## src/rtl/gf_pkg.sv

```systemverilog
// Shared definitions for the GF reduction arbiter: FSM states, grade width
// and the table of irreducible field polynomials indexed by field grade.
package gf_pkg;

  localparam int GF_TABLE_MAX = 32;
  localparam int GF_GRADE_W   = $clog2(GF_TABLE_MAX) + 1;
  localparam int GF_POLY_W    = GF_TABLE_MAX + 1;

  typedef enum logic [1:0] {
    ST_IDLE = 2'd0,
    ST_BUSY = 2'd1,
    ST_RESP = 2'd2
  } gf_state_e;

  // Entry m is the irreducible polynomial of degree m (bit i = coeff of x^i).
  // Grades 0 and 1 have no useful field and read as 0.
  localparam logic [GF_POLY_W-1:0] GF_IRRED_TABLE [0:GF_TABLE_MAX] = '{
    33'd0,          33'd0,          33'd7,          33'd11,
    33'd19,         33'd37,         33'd67,         33'd131,
    33'd285,        33'd529,        33'd1033,       33'd2053,
    33'd4179,       33'd8219,       33'd17475,      33'd32771,
    33'd69643,      33'd131081,     33'd262273,     33'd524327,
    33'd1048585,    33'd2097157,    33'd4194307,    33'd8388641,
    33'd16777351,   33'd33554441,   33'd67108935,   33'd134217767,
    33'd268435465,  33'd536870917,  33'd1082130439, 33'd2147483657,
    33'd4299161607
  };

  // Table lookup that returns 0 for grades beyond the table.
  function automatic logic [GF_POLY_W-1:0] irred_poly(input logic [GF_GRADE_W-1:0] grade);
    logic [GF_POLY_W-1:0] poly;
    poly = '0;
    if (int'(grade) <= GF_TABLE_MAX) poly = GF_IRRED_TABLE[grade];
    return poly;
  endfunction

endpackage

```

## src/rtl/gf_rr_arb2.sv

```systemverilog
// Two-way round-robin grant: on a conflict the requester not served last
// wins; the pointer starts out favouring requester 0.
module gf_rr_arb2 (
  input  logic       clk,
  input  logic       rst_n,
  input  logic [1:0] req_valid,
  input  logic       take,
  output logic       gnt_any,
  output logic       gnt_id
);

  logic prio_q;
  logic prio_d;

  // Pick the winner: priority pointer only matters when both are asking.
  always_comb begin
    gnt_any = |req_valid;
    if (&req_valid) gnt_id = prio_q;
    else            gnt_id = req_valid[1];
  end

  // Once a grant is consumed, hand priority to the other requester.
  always_comb begin
    prio_d = prio_q;
    if (take && gnt_any) prio_d = ~gnt_id;
  end

  // Priority pointer register.
  always_ff @(posedge clk or negedge rst_n) begin
    if (!rst_n) prio_q <= 1'b0;
    else        prio_q <= prio_d;
  end

endmodule

```

## src/rtl/gf_red_arbiter.sv

```systemverilog
// Arbitrates two requesters onto one external GF reduction unit, validates
// the field grade, supervises the unit with a busy timeout and returns the
// reduced value (or an error) through a valid/ready response port.
module gf_red_arbiter
  import gf_pkg::*;
#(
  parameter int DATA_WIDTH = 32,
  parameter int MAX_GF     = 16,
  parameter int TIMEOUT    = 64
) (
  input  logic                             clk,
  input  logic                             rst_n,
  input  logic                             req0_valid,
  output logic                             req0_ready,
  input  logic [$clog2(DATA_WIDTH):0]      req0_grade,
  input  logic [2*DATA_WIDTH-1:0]          req0_operand,
  input  logic                             req1_valid,
  output logic                             req1_ready,
  input  logic [$clog2(DATA_WIDTH):0]      req1_grade,
  input  logic [2*DATA_WIDTH-1:0]          req1_operand,
  output logic                             rsp_valid,
  input  logic                             rsp_ready,
  output logic                             rsp_id,
  output logic                             rsp_err,
  output logic [DATA_WIDTH-1:0]            rsp_data,
  output logic                             red_op_enable,
  output logic [$clog2(DATA_WIDTH):0]      red_polyn_grade,
  output logic [DATA_WIDTH:0]              red_polyn_red_in,
  output logic [2*DATA_WIDTH-1:0]          red_reduc_in,
  input  logic [DATA_WIDTH-1:0]            red_out,
  input  logic                             red_op_finish
);

  localparam int GW = $clog2(DATA_WIDTH) + 1;
  localparam int CW = $clog2(TIMEOUT + 1);
  localparam int PW = DATA_WIDTH + 1;
  localparam logic [GW-1:0] GRADE_MIN = GW'(2);
  localparam logic [GW-1:0] GRADE_MAX = GW'(MAX_GF);
  localparam logic [CW-1:0] CNT_LAST  = CW'(TIMEOUT - 1);

  gf_state_e               state_q, state_d;
  logic [GW-1:0]           grade_q, grade_d;
  logic [2*DATA_WIDTH-1:0] operand_q, operand_d;
  logic [PW-1:0]           poly_q, poly_d;
  logic                    id_q, id_d;
  logic                    err_q, err_d;
  logic [DATA_WIDTH-1:0]   result_q, result_d;
  logic [CW-1:0]           cnt_q, cnt_d;

  logic                    gnt_any;
  logic                    gnt_id;
  logic                    take;
  logic [GW-1:0]           sel_grade;
  logic [2*DATA_WIDTH-1:0] sel_operand;
  logic                    sel_legal;

  gf_rr_arb2 u_arb (
    .clk       (clk),
    .rst_n     (rst_n),
    .req_valid ({req1_valid, req0_valid}),
    .take      (take),
    .gnt_any   (gnt_any),
    .gnt_id    (gnt_id)
  );

  // Route the granted requester's fields and judge its grade.
  always_comb begin
    sel_grade   = gnt_id ? req1_grade   : req0_grade;
    sel_operand = gnt_id ? req1_operand : req0_operand;
    sel_legal   = (sel_grade >= GRADE_MIN) && (sel_grade <= GRADE_MAX);
  end

  // State and operation registers; reset discards any operation in flight.
  always_ff @(posedge clk or negedge rst_n) begin
    if (!rst_n) begin
      state_q   <= ST_IDLE;
      grade_q   <= '0;
      operand_q <= '0;
      poly_q    <= '0;
      id_q      <= 1'b0;
      err_q     <= 1'b0;
      result_q  <= '0;
      cnt_q     <= '0;
    end else begin
      state_q   <= state_d;
      grade_q   <= grade_d;
      operand_q <= operand_d;
      poly_q    <= poly_d;
      id_q      <= id_d;
      err_q     <= err_d;
      result_q  <= result_d;
      cnt_q     <= cnt_d;
    end
  end

  // Next state: accept in IDLE, wait for finish or timeout in BUSY, hold in RESP.
  always_comb begin
    state_d   = state_q;
    grade_d   = grade_q;
    operand_d = operand_q;
    poly_d    = poly_q;
    id_d      = id_q;
    err_d     = err_q;
    result_d  = result_q;
    cnt_d     = cnt_q;
    case (state_q)
      ST_IDLE: begin
        if (gnt_any) begin
          grade_d   = sel_grade;
          operand_d = sel_operand;
          id_d      = gnt_id;
          cnt_d     = '0;
          result_d  = '0;
          if (sel_legal) begin
            poly_d  = PW'(irred_poly(GF_GRADE_W'(sel_grade)));
            err_d   = 1'b0;
            state_d = ST_BUSY;
          end else begin
            poly_d  = '0;
            err_d   = 1'b1;
            state_d = ST_RESP;
          end
        end
      end
      ST_BUSY: begin
        if (red_op_finish) begin
          result_d = red_out;
          err_d    = 1'b0;
          state_d  = ST_RESP;
        end else if (cnt_q == CNT_LAST) begin
          result_d = '0;
          err_d    = 1'b1;
          state_d  = ST_RESP;
        end else begin
          cnt_d = cnt_q + CW'(1);
        end
      end
      ST_RESP: begin
        if (rsp_ready) state_d = ST_IDLE;
      end
      default: state_d = ST_IDLE;
    endcase
  end

  // Handshake outputs decoded from the current state; ready is masked during reset.
  always_comb begin
    req0_ready    = 1'b0;
    req1_ready    = 1'b0;
    rsp_valid     = 1'b0;
    red_op_enable = 1'b0;
    take          = 1'b0;
    case (state_q)
      ST_IDLE: begin
        take       = gnt_any;
        req0_ready = rst_n & gnt_any & ~gnt_id;
        req1_ready = rst_n & gnt_any & gnt_id;
      end
      ST_BUSY: red_op_enable = 1'b1;
      ST_RESP: rsp_valid     = 1'b1;
      default: ;
    endcase
  end

  assign rsp_id           = id_q;
  assign rsp_err          = err_q;
  assign rsp_data         = result_q;
  assign red_polyn_grade  = grade_q;
  assign red_polyn_red_in = poly_q;
  assign red_reduc_in     = operand_q;

endmodule
```

## config.mk

```make
export PLATFORM = sky130hd
export DESIGN_NAME = gf_red_arbiter
export DESIGN_NICKNAME = d
export VERILOG_FILES = /design/src/rtl/gf_pkg.sv /design/src/rtl/gf_rr_arb2.sv /design/src/rtl/gf_red_arbiter.sv
export SDC_FILE = /design/constraint.sdc
export NUM_CORES = 1
export LEC_CHECK = 0
export BUFFER_PORTS_ARGS = -buffer_cell sky130_fd_sc_hd__buf_2
export CAP_MARGIN = 0
export CORE_MARGIN = 2
export CORE_UTILIZATION = 40
export CTS_CLUSTER_DIAMETER = 80
export DETAILED_ROUTE_END_ITERATION = 8
export PLACE_DENSITY = 0.8
export SYNTH_ARGS = -nofsm -noshare
export SYNTH_HDL_FRONTEND = slang
export SYNTH_SLANG_ARGS = --single-unit
```

## constraint.sdc

```tcl
create_clock -name clk -period 3.4 [get_ports clk]
set_input_delay 0.68 -clock clk [delete_from_list [all_inputs] [get_ports clk]]
set_output_delay 0.68 -clock clk [all_outputs]
set_load 0.005 [all_outputs]
```

==> Word-level counts from Yosys, hierarchy flattened <==
Memory sizes are Yosys's and may differ from the RTL's.
Cells that the tools add are included.
{ "op_classes": {"addsub": 1, "order_cmp": 4, "n_eq_ne": 8, "n_mux": 31, "bitwise": 5, "reduce_logical": 10} }
{ "op_table": {"columns": ["op", "count"], "rows": [
  ["$mux W33", 4],
  ["$mux W32", 3],
  ["$mux W64", 1],
  ["$pmux W32 S2", 1],
  ["$mux W7", 3],
  ["$pmux W7 S2", 1],
  ["$mux W1", 10],
  ["$mux W2", 5],
  ["$ne A2 B2 Y1 const B", 4],
  ["$add A7 B1 Y7 const B", 1],
  ["$eq A7 B6 Y1 const B", 1],
  ["$ge A7 B7 Y1 const B", 1],
  ["$not A6 Y7", 1],
  ["$ge A6 B2 Y1 const B", 1],
  ["$le A6 B5 Y1 const B", 1],
  ["$le A6 B6 Y1 const B", 1],
  ["$mux W6", 1],
  ["$pmux W2 S3", 1],
  ["$reduce_and A3 Y1", 2],
  ["$reduce_and A2 Y1", 2],
  ["$reduce_and A4 Y1", 1],
  ["$and A1 B1 Y1", 3],
  ["$ne A3 B3 Y1 const B", 1],
  ["$eq A2 B1 Y1 const B", 1],
  ["other kinds (7)", 8]
]} }
{ "totals": {"ff_bits": 147, "rom_bits": 2112, "inputBits": 178, "elab_cells": 69, "memories": 1} }
{ "mem_list": {"columns": ["name", "words", "word_bits", "rd", "rd_ports_with_merged_regs", "write_ports", "line", "source"], "rows": [
  ["(no name shown)", 64, 33, 1, 0, 0, "gf_pkg.sv:33", "if (int'(grade) <= GF_TABLE_MAX) poly = GF_IRRED_TABLE[grade];"]
]} }

==> Longest topological paths before layout <==
Gate-level depths: netlist (run 1).
{ "logic_depth": {"depth_word": 9, "ltp_mapped": 10} }

==> Modules after synthesis <==
Synthesis (run 1) repeated with hierarchy kept, for this count alone.
{ "unflattened": {"cells_unflattened": 606, "hier_area_um2": 6517.5} }
{ "by_module_without_submodules": {"columns": ["mod", "instances", "cells_per_inst", "area_each_um2"], "rows": [
  ["gf_red_arbiter", 1, 600, 6463.7],
  ["gf_rr_arb2", 1, 6, 53.8]
]} }

==> Least setup slack after synthesis (run 1) <==
OpenSTA, ideal clock, no wires.
{ "synth_path": {"path_kind": "input to register", "startpoint": "in req1_valid", "endpoint": "reg poly_q[16] (netlist: red_polyn_red_in[16])", "arrival_time_ns": 2.570, "t_required_ns": 3.334, "setup_slack_ns": 0.763, "cell_stages": 10, "n_path_buf": 1, "path_cell_list": "buf_4 > inv_2 > nor2_2 > mux2_2 > inv_1 > ha_1 > o21bai_1 > nand3_4 > nor4_4 > a22o_1"} }
{ "synth_via": {"elab_chain_cells": 9, "word_cells_on_any_way": 15, "cone_classes": "order compare: 3; mux: 6; bitwise: 1; reduce/logical: 4; memory: 1"} }
{ "synth_lines": {"columns": ["item", "line", "source"], "rows": [
  ["start, declared", "gf_red_arbiter.sv:17", "input logic req1_valid,"],
  ["$reduce_and A2 Y1", "gf_rr_arb2.sv:18", "if (&req_valid) gnt_id = prio_q;"],
  ["$mux W1 *", "gf_rr_arb2.sv:18", null],
  ["$mux W6 *", "gf_red_arbiter.sv:68", "sel_grade = gnt_id ? req1_grade : req0_grade;"],
  ["named net sel_grade[0]", "gf_red_arbiter.sv:53", "logic [GW-1:0] sel_grade;"],
  ["$not A6 Y7 (implied by the code)", "gf_pkg.sv:33", null],
  ["$mem_v2 Z64 W33", null, null],
  ["$mux W33 (implied by the code) (2 in series)", "gf_pkg.sv:33", null],
  ["$mux W33", "gf_pkg.sv:33", null],
  ["$mux W33 *", "gf_red_arbiter.sv:114", "if (sel_legal) begin"],
  ["end signal, assigned", "gf_red_arbiter.sv:88", "poly_q <= poly_d;"],
  ["end, declared", "gf_red_arbiter.sv:44", "logic [PW-1:0] poly_q, poly_d;"]
]} }
Mark *: on every way through the listed nets, which the timed path passes. The rest lies on a longest branch. The select of a mux whose other input is x is not followed.
A chain may end at the register's enable or synchronous reset.

==> Worst setup path after layout (run 1) <==
{ "layout_path": {"startpoint": "in req1_valid", "endpoint": "reg poly_q[18] (netlist: red_polyn_red_in[18])"} }
The elaborated chain is that of the path after synthesis.

==> key figures, run 1 <==
Timing
  – Crit path time final: 2.697 ns
  – Final Cycle Share: 0.7933
  – WHS: 0.1088 ns
  – Slew HR: 0.2218
  – RSZ-0062 raised after global routing: no
  – Clock skew: 0.01831 ns
  – Worst slew pin tran: 1.167 ns
  – Final count of negative-setup-slack endpoints: 0
  – Max Slew Vio Count: 0
  – Setup_tns: 0 ns
  – Achievable Freq: 370.8 MHz
  – Final hold vios: 0

Synth
  – Sequential area share after synthesis: 0.5675
  – Dominant synthesized flop cell: dfrtp_1
  – Yosys warnings: 0
  – Syn Nets: 791
  – Post-synth EDFFs: 0
  – Top post-synthesis cells by area: dfrtp_1 (57%), nand2_1 (8.5%), a22oi_1 (7.6%)
  – Async S/R FF share, synth: 1.000
  – Synth Area per Inst: 10.68 um2
  – Synth Instances: 607
  – Largest area contributor in the netlist: dfrtp_1
  – Mapped Area: 0.006482 mm2
  – Post-synthesis mux area share: 0.008493
  – Synth Area in Simple Gates: 0.1643
  – Post-synth cell types: 62
  – Register bit total from synthesis: 147
  – Main combinational cell family by area after synthesis: compound AO/OA/AOI/OAI gates
  – Adder-cell share of the synthesized area: 0.01158
  – Commonest cells post-synth: dfrtp_1 (147), nand2_1 (147), a22oi_1 (66)
  – Post-Synth XOR/XNOR Area: 0.005404
  – Synth top area share: 0.5675
  – Compound-Gate Fraction of Synth Area: 0.2046

Status
  – Status: complete, no violations

Pwr
  – Clk pwr share: 0.269
  – P_sw: 2504 uW
  – Switching portion of total power: 0.3580
  – Sequential share of power: 0.378
  – Peak supply drop: 0.3539 mV
  – Pint: 4490 uW
  – Logic pwr share: 0.354
  – PwrDens: 790.0 mW/mm2
  – P_leak: 0.004792 uW

Worst setup path
  – Startpoint Class: input port
  – CP Buf/Inv Count: 3
  – Critical path peak fanout: 12
  – Crit path cell chain: buf_2 -> inv_2 -> nor2_2 -> mux2_2 -> inv_1 -> ha_1 -> o21bai_1 -> nand3_4 -> nor4_4 -> a22o_1
  – CP top delay family: simple AND/OR/NAND/NOR gates
  – Crit path DAT: 3.05 ns
  – WS Path Type: in2reg
  – Crit path required time: 3.75 ns
  – CP endpoint kind: flop
  – Critical Path Max Stage Delay: 0.41 ns
  – Max stage delay cell, worst path: mux2_2

Floorplanning
  – Cell row count: 46
  – Ports: 319
  – Core area: 0.01589 mm2
  – Starting Density: 0.4081
  – Die X: 131.3 um
  – Die height: 131.3 um
  – Die area: 0.01724 mm2

Global routing
  – All-Layer GR Usage: 0.2342
  – Largest net degree at the start of global routing: 70
  – First-pass GRT wire length: 32060 um
  – Initial antenna violation count: 0
  – Grt total ovfl: 0
  – Vias in the first global route: 5929

Finish
  – Antenna cells: 0
  – Reg area: 0.003679 mm2
  – Multi-input gate area: 0.002574 mm2
  – Fillers: 1383
  – Share of layout cells above drive strength 1: 0.4123
  – Area Growth Syn to Fin: 36.58%
  – Nets: 1100
  – Fin util: 0.5573

Drt
  – DRC Markers: 0
  – Via count: 6121
  – Initial DRC count: 511
  – Detailed-router iteration count before antenna repair: 5
  – Routed len/inst: 17.53 um
  – Via density per instance: 5.346
  – Routed WL: 20070 um
  – Remaining antenna violation count: 0

Clock tree
  – Maximum clock insertion buffer count: 2
  – TritonCTS clock tree: yes
  – CTS resizes: 0
  – Htree depth: 4
  – Setup repair bufs after CTS: 0
  – # hold bufs at CTS: 0
  – Root buffer selected by CTS: clkbuf_16
  – Reg clk slew, reported paths: 0.07 ns
  – Clk sink count: 147
  – Total CTS buffers: 17
  – Clock latency on the worst-skew pair: 0.43 ns

Placed design
  – GP Congestion: 0.9415
  – HPWL Detailed: 14250 um
  – Count of buffers from port buffering: 318

Run
  – Max-cap viol count: 0

Hold path
  – Worst hold path class: in2async
-- per-stage QoR --
step	worst slack, ns	total power, uW	cells	instance area [um2]
after floorplan	0.7634	4039	607	6482
after global placement	0.3980	5077	1113	8262
after detailed placement	0.2937	5140	1113	8262
after CTS	0.7328	7052	1145	8853
after global routing	0.5199	7440	1145	8853
final	0.7028	6994	1145	8853
-- cells by family (layout without fill, tap and decap cells) --
| logic type | count (synthesis) | in the layout |
|---|---|---|
| muxes | 5 | 5 |
| AOI/OAI and AO/OA | 170 | 170 |
| DFF | 147 | 147 |
| xor gates and xnor gates | 4 | 4 |
| and+or+nand+nor | 228 | 228 |
| buffers and inverters | 47 | 369 |
| adders and majority gates | 6 | 6 |
-- power by group through the flow --
stage | registers (uW) | clock network [uW] | logic, uW
2_1_floorplan | 2680 | 0 | 1360
3_3_place_gp | 2650 | 0 | 2430
3_5_place_dp | 2640 | 0 | 2500
4_1_cts | 2640 | 1920 | 2490
5_1_grt | 2710 | 2000 | 2730
6_report | 2640 | 1880 | 2470
-- cell usage in the layout (no fill, tap or decap), types with 3 or more instances in the layout --
cell type	instances
ha_1	6
nand2_1	147
a31oi_1	3
a32o_1	3
buf_2	317
mux2_2	3
nor4_1	3
nor2_1	23
o21ai_0	11
nand3_1	3
o21ai_1	4
and3_1	4
nor2b_1	4
clkbuf_16	17
a211oi_1	3
clkinv_4	3
a22oi_1	66
buf_4	10
nor2_4	3
and2_1	15
a22o_1	47
inv_6	3
inv_1	6
xor2_1	4
a21oi_1	12
nand2b_1	3
nand4_1	3
dfrtp_1	147
a21o_1	3
-- flip-flops by register name, indices dropped and copies added (netlist names) --
name and flops:
cnt_q 7, red_polyn_grade 6, red_polyn_red_in 33, red_reduc_in 64, rsp_data 32, rsp_err 1
rsp_id 1, state_q 2, u_arb.prio_q 1
-- routing by layer --
metal | vias to the layer above | global-route usage | share of wire
li1 | 2800 | - | -
met1 | 2975 | 0.3155 | 0.43
met2 | 321 | 0.3728 | 0.48
met3 | 25 | 0.05787 | 0.074
met4 | 0 | 0.07790 | 0.015
met5 | - | 0 | 0
-- final timing paths --
check / start / endpoint / slack [ns] / cells after the start
min in group clk: req1_operand[26] / red_reduc_in[26] / 0.44 / 3
hold / removal: rst_n / red_polyn_red_in[14] / 0.11 / 1
setup reg to reg: u_arb.prio_q / red_polyn_red_in[7] / 0.75 / 7
max in group asynchronous: rst_n / red_reduc_in[31] / 2.14 / 2
hold reg to reg: rsp_id / rsp_id / 0.47 / 1
setup / recovery: req1_valid / red_polyn_red_in[18] / 0.70 / 10
-- cell type report --
type                    instances  area share
clock inverters                13     0.01682
multi-input cells             413      0.2907
flip-flops and latches        147      0.4155
well taps                     216     0.03053
repair buffers                330      0.1935
inverters                       7    0.002968
clock buffers                  19     0.05003
(Power assumes the default switching activity.)
==> run 2: changes to the inputs <==
- ABC_AREA: not set -> 1
- PLACE_DENSITY: 0.8 -> 0.82
- clock period: 3.4 -> 2.4 ns (I/O delays scaled with it)
==> run 2 against run 1 <==
Compared with the run above: utilization is 0.13 points lower; non-clock buffer count is 4 higher; design area up 4.9%; area after synthesis increased by 6.2%.
==> key figures, run 2 <==
Worst setup path
  – CP Buf/Inv Count: 3 (unchanged)
  – Critical Path Max Stage Delay: 0.36 ns (was 0.41 ns)
  – CP endpoint kind: output port (was flop)
  – Crit path cell chain: inv_1 -> nand2_2 -> nand2_4 -> buf_6 -> nand2_1 -> nor2_1 -> buf_2 (was buf_2 -> inv_2 -> nor2_2 -> mux2_2 -> inv_1 -> ha_1 -> o21bai_1 -> nand3_4 -> nor4_4 -> a22o_1)
  – Crit path required time: 1.92 ns (was 3.75 ns)
  – WS Path Type: reg2out (was in2reg)
  – Startpoint Class: flop (was input port)
  – Crit path DAT: 1.76 ns (was 3.05 ns)
  – Critical path peak fanout: 26 (was 12)
  – CP top delay family: simple AND/OR/NAND/NOR gates (unchanged)
  – Max stage delay cell, worst path: dfrtp_1 (was mux2_2)

Synth
  – Commonest cells post-synth: nand2_1 (249), nand3_1 (158), dfrtp_1 (147) (was dfrtp_1 (147), nand2_1 (147), a22oi_1 (66))
  – Mapped Area: 0.006883 mm2 (was 0.006482 mm2)
  – Synth Instances: 833 (was 607)
  – Post-synth EDFFs: 0 (unchanged)
  – Sequential area share after synthesis: 0.5344 (was 0.5675)
  – Largest area contributor in the netlist: dfrtp_1 (unchanged)
  – Syn Nets: 1017 (was 791)
  – Top post-synthesis cells by area: dfrtp_1 (53%), nand2_1 (14%), nand3_1 (11%) (was dfrtp_1 (57%), nand2_1 (8.5%), a22oi_1 (7.6%))
  – Post-synth cell types: 29 (was 62)
  – Synth Area per Inst: 8.263 um2 (was 10.68 um2)
  – Async S/R FF share, synth: 1.000 (unchanged)
  – Synth top area share: 0.5344 (was 0.5675)
  – Count leader, synth: nand2_1
  – Yosys warnings: 0 (unchanged)
  – Register bit total from synthesis: 147 (unchanged)
  – Dominant synthesized flop cell: dfrtp_1 (unchanged)

Finish
  – Fillers: 1540 (was 1383)
  – Most frequent cells in the layout: buf_2 (317), nand2_1 (249), nand3_1 (158), dfrtp_1 (147), nand4_1 (69) (was buf_2 (317), nand2_1 (147), dfrtp_1 (147), a22oi_1 (66), a22o_1 (47))
  – Reg area: 0.003679 mm2 (unchanged)
  – Share of layout cells above drive strength 1: 0.3339 (was 0.4123)
  – Multi-input gate area: 0.002799 mm2 (was 0.002574 mm2)
  – Max FFs per register: 64 (unchanged)
  – Commonest non-fill, non-tap cell in the layout: buf_2 (unchanged)
  – Nets: 1312 (was 1100)
  – Area Growth Syn to Fin: 34.92% (was 36.58%)

Clock tree
  – Clk sink count: 147 (unchanged)
  – Clock latency on the worst-skew pair: 0.42 ns (was 0.43 ns)
  – Root buffer selected by CTS: clkbuf_16 (unchanged)
  – Maximum clock insertion buffer count: 2 (unchanged)
  – Setup repair bufs after CTS: 0 (unchanged)
  – # hold bufs at CTS: 0 (unchanged)
  – CTS resizes: 1 (was 0)
  – Htree depth: 4 (unchanged)
  – Total CTS buffers: 17 (unchanged)
  – TritonCTS clock tree: yes (unchanged)
  – Reg clk slew, reported paths: 0.06 ns (was 0.07 ns)

Timing
  – RSZ-0062 raised after global routing: no (unchanged)
  – Setup_tns: 0 ns (unchanged)
  – Max Slew Vio Count: 0 (unchanged)
  – Final hold vios: 0 (unchanged)
  – Final count of negative-setup-slack endpoints: 0 (unchanged)
  – Worst setup margin: 0.1567 ns (was 0.7028 ns)
  – Clock skew: 0.007898 ns (was 0.01831 ns)
  – Worst slew pin tran: 0.7836 ns (was 1.167 ns)
  – Achievable Freq: 445.8 MHz
  – Crit path time final: 2.243 ns
  – Final Cycle Share: 0.9347
  – Slew HR: 0.4776 (was 0.2218)

Drt
  – DRC Markers: 0 (unchanged)
  – Via count: 7147 (was 6121)
  – M1 WL: 8801 um (was 8600 um)
  – Top sig layer: met4 (unchanged)
  – Remaining antenna violation count: 0 (unchanged)
  – Initial DRC count: 606 (was 511)
  – Met2 WL: 11330 um (was 9680 um)
  – Metal3 WL: 1623 um (was 1492 um)
  – Routed len/inst: 16.40 um (was 17.53 um)
  – Detailed-router iteration count before antenna repair: 6 (was 5)
  – Via density per instance: 5.259 (was 5.346)
  – Routed WL: 22280 um (was 20070 um)

Floorplanning
  – Core area: 0.01670 mm2 (was 0.01589 mm2)
  – Ports: 319 (unchanged)
  – Die height: 135.2 um (was 131.3 um)
  – Die area: 0.01827 mm2 (was 0.01724 mm2)
  – Die X: 135.2 um (was 131.3 um)
  – Starting Density: 0.4121 (was 0.4081)
  – Cell row count: 47 (was 46)

Global routing
  – Vias in the first global route: 6887 (was 5929)
  – Grt total ovfl: 0 (unchanged)
  – First-pass GRT wire length: 34850 um (was 32060 um)
  – Largest net degree at the start of global routing: 148 (was 70)
  – Initial antenna violation count: 1 (was 0)
  – All-Layer GR Usage: 0.2405 (was 0.2342)

Placed design
  – HPWL Detailed: 15810 um (was 14250 um)
  – GP Congestion: 0.9133 (was 0.9415)
  – Setup WS pre-CTS: 0.09407 ns (was 0.2937 ns)
  – Count of buffers from port buffering: 318 (unchanged)

Status
  – Status: complete, no violations (unchanged)

Pwr
  – P_leak: 0.005112 uW (was 0.004792 uW)
  – PwrDens: 1110 mW/mm2 (was 790.0 mW/mm2)
  – Total power: 10310 uW (was 6994 uW)
  – Peak supply drop: 0.5089 mV (was 0.3539 mV)

Run
  – Max-cap viol count: 0 (unchanged)

Hold path
  – Worst hold path class: in2async (unchanged)
==> run 2: worst reg2reg max path: stages, from the launching register on <==
cell     delay, ns
dfrtp_1       0.36
inv_1         0.07
nand2_2       0.15
nand2_4       0.18
nand2_1       0.08
nand2_2       0.13
inv_1         0.11
ha_1          0.23
inv_1         0.09
nand3_1       0.24
nand3_1       0.24
o21ai_1       0.08
==> run 2: cell type report <==
| cell class | instances | share of cell area |
|---|---|---|
| flip-flops and latches | 147 | 0.3961 |
| well taps | 220 | 0.02964 |
| repair buffers | 334 | 0.1881 |
| clock inverters | 8 | 0.01617 |
| diodes | 1 | 0.0002695 |
| inverters | 41 | 0.01657 |
| multi-input cells | 587 | 0.3014 |
| clock buffers | 21 | 0.05174 |
==> run 2: kinds of logic after synthesis <==
| kind of cell | Yosys count | share of synthesized area |
|---|---|---|
| and+or+nand+nor | 541 | 0.3599 |
| DFF | 147 | 0.5344 |
| buffers and inverters | 99 | 0.06035 |
| AOI/OAI and AO/OA | 37 | 0.03054 |
| adders and majority gates | 6 | 0.01091 |
| xor gates and xnor gates | 3 | 0.003818 |
==> run 2: per-stage QoR <==
stage                     hold WS [ns]  area, um2  instances  utilization
after global placement          0.4487       8645       1329       0.5176
after CTS                       0.2399       9279       1358       0.5556
after detailed placement        0.4528       8645       1329       0.5176
after global routing            0.2542       9284       1358       0.5559
final                           0.1906       9286       1359       0.5560
after floorplan                 0.1844       6883        833            -
==> run 2: power breakdown <==
part,internal (uW),switching [uW],total [uW],leakage [uW]
registers,3250,460,3710,0.00191
clock network,1840,1020,2850,0.000307
logic,1380,2360,3740,0.00289
==> run 2: path summary, 6_finish.rpt <==
kind	depth (start not counted)	slack [ns]	end	startpoint
max	7	0.16	req0_ready	u_arb.prio_q
min	2	0.19	rsp_data[28]	rst_n
max reg2reg	11	0.32	red_polyn_red_in[19]	u_arb.prio_q
min reg2reg	2	0.47	rsp_data[20]	rsp_data[20]
max in group asynchronous	2	1.61	red_reduc_in[0]	rst_n
min in group clk	3	0.25	rsp_data[29]	red_out[29]
==> run 2: layer usage <==
layer	vias up	global-route usage
met1	3378	0.2989
met4	0	0.08275
li1	3373	-
met2	353	0.4117
met3	43	0.05799
met5	-	0
==> run 3: changes to the inputs <==
- SYNTH_HIERARCHICAL: not set -> 1
==> run 3 against run 2 <==
Compared with the run above: largest cell class unchanged; setup slack improved by 0.0024 ns; cell count fell by 0.66%; worst hold slack improved by 0.0089 ns; global-route usage fell by 1.6 points; sequential share of layout area rose by 0.58 points.
==> key figures, run 3 <==
Status
  – Status: complete, no violations (unchanged)

Timing
  – Final Cycle Share: 0.9337 (was 0.9347)
  – Max Slew Vio Count: 0 (unchanged)
  – RSZ-0062 raised after global routing: no (unchanged)
  – Worst slew pin tran: 0.7778 ns (was 0.7836 ns)
  – Final hold vios: 0 (unchanged)
  – Clock skew: 0.009127 ns (was 0.007898 ns)
  – Slew HR: 0.4814 (was 0.4776)
  – Final count of negative-setup-slack endpoints: 0 (unchanged)
  – Setup_tns: 0 ns (unchanged)
  – Crit path time final: 2.241 ns (was 2.243 ns)
  – Achievable Freq: 446.2 MHz (was 445.8 MHz)

Worst setup path
  – Reg2Reg Setup Slack: 0.26 ns (was 0.32 ns)
  – Max stage delay cell, worst path: dfrtp_1 (unchanged)
  – Worst r2r src: u_arb/prio_q (was u_arb.prio_q)
  – Startpoint Class: flop (unchanged)
  – Critical Path Max Stage Delay: 0.34 ns (was 0.36 ns)
  – CP endpoint kind: output port (unchanged)
  – Crit path from: u_arb/prio_q (was u_arb.prio_q)
  – Crit path DAT: 1.76 ns (about the same)
  – WS Path Type: reg2out (unchanged)
  – Crit path required time: 1.92 ns (about the same)
  – Register-to-Register Path Depth: 13 (was 11)
  – RR Endpoint: red_polyn_red_in[17] (was red_polyn_red_in[19])
  – Critical path peak fanout: 13 (was 26)
  – Crit path cell chain: inv_1 -> a21boi_4 -> buf_4 -> nand2_1 -> nor2_1 -> buf_2 (was inv_1 -> nand2_2 -> nand2_4 -> buf_6 -> nand2_1 -> nor2_1 -> buf_2)

Finish
  – Commonest non-fill, non-tap cell in the layout: buf_2 (unchanged)
  – Share of layout cells above drive strength 1: 0.3484 (was 0.3339)
  – Most frequent cells in the layout: buf_2 (317), nand2_1 (288), dfrtp_1 (147), nor2_1 (94), a31oi_1 (64) (was buf_2 (317), nand2_1 (249), nand3_1 (158), dfrtp_1 (147), nand4_1 (69))
  – Max FFs per register: 64 (unchanged)
  – Nets: 1299 (was 1312)
  – Area Growth Syn to Fin: 35.90% (was 34.92%)

Pwr
  – P_leak: 0.005008 uW (was 0.005112 uW)
  – Total power: 10190 uW (was 10310 uW)
  – Peak supply drop: 0.5536 mV (was 0.5089 mV)
  – PwrDens: 1114 mW/mm2 (was 1110 mW/mm2)

Synth
  – Adder-cell share of the synthesized area: 0.01115 (was 0.01091)
  – Synth Instances: 812 (was 833)
  – Post-synth cell types: 35 (was 29)
  – Sequential area share after synthesis: 0.5463 (was 0.5344)
  – Largest area contributor in the netlist: dfrtp_1 (unchanged)
  – Dominant synthesized flop cell: dfrtp_1 (unchanged)
  – Top post-synthesis cells by area: dfrtp_1 (55%), nand2_1 (16%), a31oi_1 (5.9%) (was dfrtp_1 (53%), nand2_1 (14%), nand3_1 (11%))
  – Count leader, synth: nand2_1 (unchanged)
  – Register bit total from synthesis: 147 (unchanged)
  – Commonest cells post-synth: nand2_1 (288), dfrtp_1 (147), nor2_1 (95) (was nand2_1 (249), nand3_1 (158), dfrtp_1 (147))
  – Main combinational cell family by area after synthesis: simple AND/OR/NAND/NOR gates (unchanged)
  – Mapped Area: 0.006734 mm2 (was 0.006883 mm2)
  – Synth Area in Simple Gates: 0.2884 (was 0.3599)
  – Post-Synth XOR/XNOR Area: 0.002601 (was 0.003817)
  – Yosys warnings: 6 (was 0)
  – Compound-Gate Fraction of Synth Area: 0.09327 (was 0.03054)
  – Syn Nets: 996 (was 1017)
  – Synth top area share: 0.5463 (was 0.5344)
  – Synth Area per Inst: 8.293 um2 (was 8.263 um2)
  – Post-synthesis mux area share: 0 (unchanged)
  – Async S/R FF share, synth: 1.000 (unchanged)
  – Post-synth EDFFs: 0 (unchanged)

Drt
  – DRC Markers: 0 (unchanged)
  – Detailed-router iteration count before antenna repair: 4 (was 6)
  – Via count: 6553 (was 7147)
  – Initial DRC count: 401 (was 606)
  – Remaining antenna violation count: 0 (unchanged)
  – Routed WL: 19980 um (was 22280 um)
  – Via density per instance: 4.854 (was 5.259)
  – Routed len/inst: 14.80 um (was 16.40 um)

Run
  – Max-cap viol count: 0 (unchanged)

Global routing
  – Grt total ovfl: 0 (unchanged)
  – Largest net degree at the start of global routing: 148 (unchanged)
  – Initial antenna violation count: 3 (was 1)
  – Vias in the first global route: 6318 (was 6887)
  – First-pass GRT wire length: 32090 um (was 34850 um)
  – All-Layer GR Usage: 0.2244 (was 0.2405)

Placed design
  – HPWL Detailed: 14710 um (was 15810 um)
  – Count of buffers from port buffering: 318 (unchanged)
  – GP Congestion: 0.9070 (was 0.9133)

Floorplanning
  – Starting Density: 0.4075 (was 0.4121)
  – Core area: 0.01652 mm2 (was 0.01670 mm2)
  – Die area: 0.01789 mm2 (was 0.01827 mm2)
  – Die height: 133.8 um (was 135.2 um)
  – Die X: 133.8 um (was 135.2 um)
  – Ports: 319 (unchanged)
  – Cell row count: 47 (unchanged)

Clock tree
  – Setup repair bufs after CTS: 0 (unchanged)
  – Reg clk slew, reported paths: 0.06 ns (about the same)
  – TritonCTS clock tree: yes (unchanged)
  – Htree depth: 4 (unchanged)
  – Total CTS buffers: 17 (unchanged)
  – Clk sink count: 147 (unchanged)
  – Root buffer selected by CTS: clkbuf_16 (unchanged)
  – Maximum clock insertion buffer count: 2 (unchanged)
  – Clock latency on the worst-skew pair: 0.42 ns (about the same)

Hold path
  – Worst hold path class: in2async (unchanged)
## run 3: cell count changes in the layout (fill, tap and decap cells not counted), sizes merged, moves of 3 or more
cell    change
buf         -3
clkinv      +3
nand3      -99
nand4      -67
a31oi      +62
o21bai      -3
inv         +8
nand2      +40
nor2       +54
clkbuf      -4
nand3b      -3
## run 3: layout make-up
class	instances	area, um2
fill	1513	7373
sequential	147	3679
multi-input combinational	575	2676
timing repair buffer	331	1733
clock buffer	17	425.4
tap	220	275.3
clock inverter	15	193.9
inverter	43	163.9
antenna	2	5.005
## run 3: through the flow
step	std cells	cell area (um2)	util	setup slack, ns	hold slack, ns
after floorplan	812	6734	-	0.2050	0.1844
after global placement	1316	8524	0.5159	0.1568	0.4494
after detailed placement	1316	8524	0.5159	0.08395	0.4551
after CTS	1348	9144	0.5533	0.09176	0.2445
after global routing	1350	9151	0.5538	0.02932	0.2709
final	1350	9151	0.5538	0.1591	0.1994
## run 3: kinds of logic (layout without fill, tap and decap cells)
logic type      after synthesis  count (layout)
compound gates              101             101
fa+ha+maj                     6               6
simple gates                466             466
buf+inv                      90             406
other cells                   0               2
flops                       147             147
xor+xnor                      2               2
## run 3: where the power goes
part	internal [uW]	leakage, uW	switching [uW]
clock network	1670	0.000306	1130
logic	1440	0.00286	2160
registers	3320	0.00185	466
## run 3: timing repair
| action | in CTS | in global routing |
|---|---|---|
| resized for setup | 0 | 1 |
| endpoints found under the setup margin | 0 | 2 |
| hold endpoints to repair | 0 | 0 |
| hold buffers | 0 | 0 |
## run 3: worst max-delay path, delay by kind of cell, from the launching register on
kind            cells  cell delay (ns)
simple gates        2             0.24
buf+inv             3             0.49
flops               1             0.34
compound gates      1             0.26
## run 3: how the worst max path moves through the flow
stage               cells after the start                   end  slack, ns
floorplan                              12  red_polyn_red_in[19]       0.20
global placement                       13  red_polyn_red_in[17]       0.16
detailed placement                     13  red_polyn_red_in[19]       0.08
CTS                                     5            req0_ready       0.09
global route                            5            req0_ready       0.03
finish                                  6            req1_ready       0.16
## run 3: routing by layer
metal,global-route usage,vias up,share of wire
li1,-,3234,-
met1,0.2855,3028,0.41
met2,0.3675,257,0.49
met3,0.06393,32,0.077
met4,0.07801,2,0.022
met5,0,-,0.00065
